`config.mk`:
```
export PLATFORM = sky130hd
export DESIGN_NAME = dpram_arbiter_flat
export DESIGN_NICKNAME = d
export VERILOG_FILES = /design/src/rtl/dpram_arbiter_if.sv /design/src/rtl/dpram_arbiter.sv /design/src/flat_wrapper.sv
export SDC_FILE = /design/constraint.sdc
export NUM_CORES = 1
export LEC_CHECK = 0
export ABC_AREA = 1
export CORE_UTILIZATION = 39
export CTS_BUF_LIST = sky130_fd_sc_hd__clkbuf_16
export CTS_CLUSTER_DIAMETER = 80
export DETAILED_ROUTE_END_ITERATION = 8
export PLACE_DENSITY = 0.75
export SLEW_MARGIN = 0
export SYNTH_ARGS = -nofsm -noshare
export SYNTH_HDL_FRONTEND = slang
export SYNTH_SLANG_ARGS = --single-unit
export TNS_END_PERCENT = 10
```
`constraint.sdc`:
```
create_clock -name clck -period 1.4 [get_ports clck]
set_input_delay 0.42 -clock clck [delete_from_list [all_inputs] [get_ports clck]]
set_output_delay 0.42 -clock clck [all_outputs]
set_load 0.05 [all_outputs]
```
`src/rtl/dpram_arbiter_if.sv`:
```
// Bundle of the two requester handshakes and the RAM-side bus of dpram_arbiter.
// The slave modport is the arbiter's view; the master modport is the requesters/RAM side.
interface dpram_arbiter_if #(
    parameter int unsigned AW = 2,
    parameter int unsigned DW = 4
);
    logic                   a_req;
    logic                   a_we;
    logic [AW-1:0]          a_addr;
    logic [DW-1:0]          a_wdata;
    logic                   a_ack;
    logic [DW-1:0]          a_rdata;

    logic                   b_req;
    logic                   b_we;
    logic [AW-1:0]          b_addr;
    logic [DW-1:0]          b_wdata;
    logic                   b_ack;
    logic [DW-1:0]          b_rdata;

    logic [AW-1:0]          ram_address;
    logic [DW-1:0]          ram_data_a;
    logic [DW-1:0]          ram_data_b;
    logic [1:0]             ram_write;
    logic                   ram_read;
    logic [AW-1:0]          ram_read_addr;
    logic [(2**AW)*DW-1:0]  ram_rd_bus;

    logic                   busy;

    modport slave (
        input  a_req, a_we, a_addr, a_wdata,
        input  b_req, b_we, b_addr, b_wdata,
        input  ram_rd_bus,
        output a_ack, a_rdata, b_ack, b_rdata,
        output ram_address, ram_data_a, ram_data_b, ram_write, ram_read, ram_read_addr,
        output busy
    );

    modport master (
        output a_req, a_we, a_addr, a_wdata,
        output b_req, b_we, b_addr, b_wdata,
        output ram_rd_bus,
        input  a_ack, a_rdata, b_ack, b_rdata,
        input  ram_address, ram_data_a, ram_data_b, ram_write, ram_read, ram_read_addr,
        input  busy
    );
endinterface

```
`src/rtl/dpram_arbiter.sv`:
```
// Round-robin arbiter serialising two requesters onto a single RAM port.
// Each access takes IDLE -> GRANT (RAM strobe) -> ACK (completion pulse).
module dpram_arbiter #(
    parameter int unsigned AW = 2,
    parameter int unsigned DW = 4
) (
    input logic            clck,
    input logic            rst_n,
    dpram_arbiter_if.slave bus
);
    localparam logic [1:0] IDLE  = 2'd0;
    localparam logic [1:0] GRANT = 2'd1;
    localparam logic [1:0] ACK   = 2'd2;

    logic [1:0]    r_state;
    logic          r_armed;
    logic          r_last_b;
    logic          r_win;
    logic          r_we;
    logic [AW-1:0] r_addr;
    logic [DW-1:0] r_wdata;
    logic [DW-1:0] r_a_rdata;
    logic [DW-1:0] r_b_rdata;

    logic          w_any_req;
    logic          w_pick_b;
    logic [31:0]   w_rd_base;
    logic [DW-1:0] w_rd_word;
    logic          w_grant;
    logic          w_wr;
    logic          w_rd;

    assign w_any_req = bus.a_req | bus.b_req;
    // On a tie the requester not served last wins.
    assign w_pick_b  = (bus.a_req & bus.b_req) ? ~r_last_b : bus.b_req;
    assign w_rd_base = 32'(r_addr) * DW;
    assign w_rd_word = bus.ram_rd_bus[w_rd_base +: DW];

    // r_armed keeps the first edge after reset release from sampling requests.
    always_ff @(posedge clck or negedge rst_n) begin
        if (!rst_n) begin
            r_state   <= IDLE;
            r_armed   <= 1'b0;
            r_last_b  <= 1'b1;
            r_win     <= 1'b0;
            r_we      <= 1'b0;
            r_addr    <= '0;
            r_wdata   <= '0;
            r_a_rdata <= '0;
            r_b_rdata <= '0;
        end else begin
            r_armed <= 1'b1;
            case (r_state)
                IDLE: begin
                    if (r_armed && w_any_req) begin
                        r_state  <= GRANT;
                        r_win    <= w_pick_b;
                        r_last_b <= w_pick_b;
                        r_we     <= w_pick_b ? bus.b_we    : bus.a_we;
                        r_addr   <= w_pick_b ? bus.b_addr  : bus.a_addr;
                        r_wdata  <= w_pick_b ? bus.b_wdata : bus.a_wdata;
                    end
                end
                GRANT: begin
                    r_state <= ACK;
                    if (!r_we) begin
                        if (r_win) r_b_rdata <= w_rd_word;
                        else       r_a_rdata <= w_rd_word;
                    end
                end
                ACK:     r_state <= IDLE;
                default: r_state <= IDLE;
            endcase
        end
    end

    assign w_grant = (r_state == GRANT);
    assign w_wr    = w_grant & r_we;
    assign w_rd    = w_grant & ~r_we;

    // RAM controls are decoded from state so an asynchronous reset drops them at once.
    assign bus.ram_write     = w_wr ? (r_win ? 2'b01 : 2'b10) : 2'b00;
    assign bus.ram_address   = w_wr ? r_addr : '0;
    assign bus.ram_data_a    = (w_wr && !r_win) ? r_wdata : '0;
    assign bus.ram_data_b    = (w_wr &&  r_win) ? r_wdata : '0;
    assign bus.ram_read      = w_rd;
    assign bus.ram_read_addr = w_rd ? r_addr : '0;

    assign bus.a_ack   = (r_state == ACK) & ~r_win;
    assign bus.b_ack   = (r_state == ACK) &  r_win;
    assign bus.a_rdata = r_a_rdata;
    assign bus.b_rdata = r_b_rdata;
    assign bus.busy    = (r_state != IDLE);
endmodule

```
`src/flat_wrapper.sv`:
```
// flat-port wrapper written by rule: the top's interface ports become plain ports
module dpram_arbiter_flat 
#(
    parameter int unsigned AW = 2,
    parameter int unsigned DW = 4
)
  (clck, rst_n, bus_a_req, bus_a_we, bus_a_addr, bus_a_wdata, bus_b_req, bus_b_we, bus_b_addr, bus_b_wdata, bus_ram_rd_bus, bus_a_ack, bus_a_rdata, bus_b_ack, bus_b_rdata, bus_ram_address, bus_ram_data_a, bus_ram_data_b, bus_ram_write, bus_ram_read, bus_ram_read_addr, bus_busy);
  dpram_arbiter_if #(.AW(AW), .DW(DW)) bus_i ();
  input logic clck;
  input logic rst_n;
  input wire logic [$bits(bus_i.a_req)-1:0] bus_a_req;
  input wire logic [$bits(bus_i.a_we)-1:0] bus_a_we;
  input wire logic [$bits(bus_i.a_addr)-1:0] bus_a_addr;
  input wire logic [$bits(bus_i.a_wdata)-1:0] bus_a_wdata;
  input wire logic [$bits(bus_i.b_req)-1:0] bus_b_req;
  input wire logic [$bits(bus_i.b_we)-1:0] bus_b_we;
  input wire logic [$bits(bus_i.b_addr)-1:0] bus_b_addr;
  input wire logic [$bits(bus_i.b_wdata)-1:0] bus_b_wdata;
  input wire logic [$bits(bus_i.ram_rd_bus)-1:0] bus_ram_rd_bus;
  output wire logic [$bits(bus_i.a_ack)-1:0] bus_a_ack;
  output wire logic [$bits(bus_i.a_rdata)-1:0] bus_a_rdata;
  output wire logic [$bits(bus_i.b_ack)-1:0] bus_b_ack;
  output wire logic [$bits(bus_i.b_rdata)-1:0] bus_b_rdata;
  output wire logic [$bits(bus_i.ram_address)-1:0] bus_ram_address;
  output wire logic [$bits(bus_i.ram_data_a)-1:0] bus_ram_data_a;
  output wire logic [$bits(bus_i.ram_data_b)-1:0] bus_ram_data_b;
  output wire logic [$bits(bus_i.ram_write)-1:0] bus_ram_write;
  output wire logic [$bits(bus_i.ram_read)-1:0] bus_ram_read;
  output wire logic [$bits(bus_i.ram_read_addr)-1:0] bus_ram_read_addr;
  output wire logic [$bits(bus_i.busy)-1:0] bus_busy;
  assign bus_i.a_req = bus_a_req;
  assign bus_i.a_we = bus_a_we;
  assign bus_i.a_addr = bus_a_addr;
  assign bus_i.a_wdata = bus_a_wdata;
  assign bus_i.b_req = bus_b_req;
  assign bus_i.b_we = bus_b_we;
  assign bus_i.b_addr = bus_b_addr;
  assign bus_i.b_wdata = bus_b_wdata;
  assign bus_i.ram_rd_bus = bus_ram_rd_bus;
  assign bus_a_ack = bus_i.a_ack;
  assign bus_a_rdata = bus_i.a_rdata;
  assign bus_b_ack = bus_i.b_ack;
  assign bus_b_rdata = bus_i.b_rdata;
  assign bus_ram_address = bus_i.ram_address;
  assign bus_ram_data_a = bus_i.ram_data_a;
  assign bus_ram_data_b = bus_i.ram_data_b;
  assign bus_ram_write = bus_i.ram_write;
  assign bus_ram_read = bus_i.ram_read;
  assign bus_ram_read_addr = bus_i.ram_read_addr;
  assign bus_busy = bus_i.busy;
  dpram_arbiter #(.AW(AW), .DW(DW)) u_core (.clck(clck), .rst_n(rst_n), .bus(bus_i));
endmodule
```
==> metrics.txt <==
H-tree depth 1; Max Slew Vio Count 0; post-DR wirelength/cell 12.7 um; via count between 1000 and 1500; CORE AREA ~0.0028 mm2; Pleak about 1.1 nW; ranking of synthesized cells by area dfrtp_1 41%, nand2_1 24%, nand3_1 9.9%, inv_1 3.9%, nor2_1 3.9%; largest family of logic cells by synthesized area simple AND/OR/NAND/NOR gates; CP max FO 5; Layout Cells excl Fill 271; CTS max path bufs 2; Post-CTS Setup Bufs 0; Worst path max stage delay 0.40 ns; FP Rows 19; worst hold endpoint u_core.r_wdata[3]$_DFFE_PN0P_; CTS tree yes; most frequent cells in the layout 74 x nand2_1, 33 x clkdlybuf4s50_1, 27 x buf_12; mux contribution to synthesized area 0%; PortBufs 59; global-route wire length before repair 5.87 mm; WS Path Type reg -> out; layout cells sized above 1 approximately a third; full die area 0.00320 mm2; first-pass iteration count of the detailed router 5; gr usage total 23.9%; worst hold path depth 2; Via density 5.00; XOR/XNOR share of the synthesized area 0%; Post-Syn Area around 0.0012 mm2; Synth Area in Adders 0%; minimum clock period 1.79 ns; cells after synthesis about 160; most common cell after layout, fill and taps aside nand2_1; maximum capacitance violations 0; Worst R2R Setup Slack 0.09 ns; Buf/Inv on CP 2; Worst-Skew Late Latency 0.25 ns; Initial Util between 40% and 50%; Synth Net Count between 150 and 200; I/O pins 60; Max Clk Rate 558 MHz; Pwr Density 1480 mW/mm2; Synth Area in Simple Gates between 40% and 50%; Worst EP required around 1 ns; Hold Startpoint u_core.r_wdata[3]$_DFFE_PN0P_; area leader, netlist dfrtp_1; R2R Path End u_core.r_win$_DFFE_PN0P_; Chip Width about 57 um; Top FF cell, synth dfrtp_1; Worst R2R Path Depth 7; M1 wire length between 1 and 1.5 mm; Avg Cell Area, Syn 7.08 um2; initial antenna violation count 0; unique cell type count in the Yosys netlist 19; critical-path cell list inv_2, nand2_4, nor2_4, nand2_4, nor2_4, buf_12; hold_buf cts 0; Die Ht between 50 and 60 um; Overall Power 3.52 mW; Ant. Diodes 0; fin nets 275; Setup Total Neg Slack -6.02 ns; Fin Clk Skew ~0.0029 ns; hold crit path type reg -> reg; worst r2r src u_core.r_state[0]$_DFFE_PN0P_; Yosys warning count 0; Cells after DPL around 270; slack of the critical path -0.392 ns; arrival time worst endpoint 1.37 ns; endpoints failing setup 18; Sink Count 20; Hold Fails Final Rpt 0; peak supply drop 1650 uV; TritonCTS buffer count 3; failing checks negative setup slack; Met3 Wirelength 168 um; number of routed nets with antenna violations 0; Worst setup EP type output pin; Yosys reg bits 20; Detail Placement HPWL 2.86 mm; CP max stage cell dfrtp_1; DRC Markers 0; critical path launch point type register; largest net degree at the start of global routing 21; ys async rst share 100%; Fill cells 163; Post-synth EDFFs 0; Final Util a little under nine tenths; met2 wire len 1.85 mm; top routing layer used met4; Synth-to-Final Area Change 104%; Reg clk slew, reported paths 0.05 ns; clock root cell clkbuf_16; DRT iter0 DRCs 34; vias in the first global route 1345; GR Overflow Total 0; register area share after synthesis 43.2%; Crit path max-delay family simple AND/OR/NAND/NOR gates; Final period util 128%; routed wire length ~3.4 mm; top cell type's share of synthesized area 40.9%; gpl congestion 0.802; compound-cell area share of the yosys netlist 1.83%; RSZ-0062 raised after global routing yes; status finished with violations
==> state kept, by name (all words and copies together), names as in the netlist <==
name / count
u_core.r_state: 2
u_core.bus.a_rdata: 4
u_core.r_win: 1
u_core.r_addr: 2
u_core.bus.b_rdata: 4
u_core.r_last_b: 1
u_core.r_we: 1
u_core.r_armed: 1
u_core.r_wdata: 4
==> how the worst max path moves through the flow <==
stage | from | endpoint | slack (ns) | depth (start not counted)
after floorplan | u_core.r_state[1]$_DFFE_PN0P_ | bus_ram_data_b[0] | -0.18 | 5
after global placement | bus_a_req | u_core.r_win$_DFFE_PN0P_ | -0.12 | 6
after detailed placement | bus_a_req | u_core.r_wdata[1]$_DFFE_PN0P_ | -0.23 | 7
after CTS | u_core.r_state[1]$_DFFE_PN0P_ | bus_ram_data_b[0] | -0.40 | 6
after global routing | u_core.r_state[1]$_DFFE_PN0P_ | bus_ram_data_b[0] | -0.43 | 6
final | u_core.r_state[1]$_DFFE_PN0P_ | bus_ram_data_b[0] | -0.39 | 6
==> cell usage after synthesis (2+ instances only) <==
library cell,count
inv_1,12
inv_2,5
nand2_2,3
nand3_1,23
nor2_1,12
nor2_4,2
nor2_2,2
nand2_1,74
nand2_4,2
dfrtp_1,19
nor3_1,2
==> layout make-up <==
class,instances,area (um2),area share [%]
well taps,31,38.8,1.64
repair buffers,74,976,41.2
clock inverters,1,3.75,0.158
clock buffers,3,75.1,3.17
flip-flops and latches,20,503,21.2
multi-input cells,125,702,29.6
inverters,17,71.3,3.01
==> kinds of logic after synthesis <==
group,count (synthesis)
compound gates,2
buf+inv,19
simple gates,122
other cells,1
flops,20
==> worst min-delay path: stages (launching register included) <==
cell     delay, ns
dfrtp_1       0.34
nand2_1       0.05
nand2_1       0.05
==> power breakdown <==
part | total [mW] | switching (mW) | internal (mW)
Clock | 0.584 | 0.204 | 0.380
Combinational | 1.97 | 1.09 | 0.886
Sequential | 0.960 | 0.185 | 0.775
Total | 3.52 | 1.48 | 2.04
==> metal layers <==
| metal | global-route usage (%) | vias up |
|---|---|---|
| met4 | 11.8 | 0 |
| li1 | - | 657 |
| met1 | 26.5 | 628 |
| met5 | 0 | - |
| met3 | 4.15 | 11 |
| met2 | 43.4 | 60 |
==> timing repair <==
item | in CTS | in global routing
setup endpoints to repair | 18 | 25
resized for setup | 2 | 5
cloned | 0 | 0
==> per-stage QoR <==
step / area (um2) / hold slack [ns] / setup slack, ns
after floorplan: 1260 / 0.124 / -0.177
after detailed placement: 2260 / 0.459 / -0.226
after global placement: 2260 / 0.462 / -0.122
after CTS: 2350 / 0.472 / -0.403
final: 2370 / 0.474 / -0.392
after global routing: 2370 / 0.490 / -0.429
(Power assumes the default switching activity.)
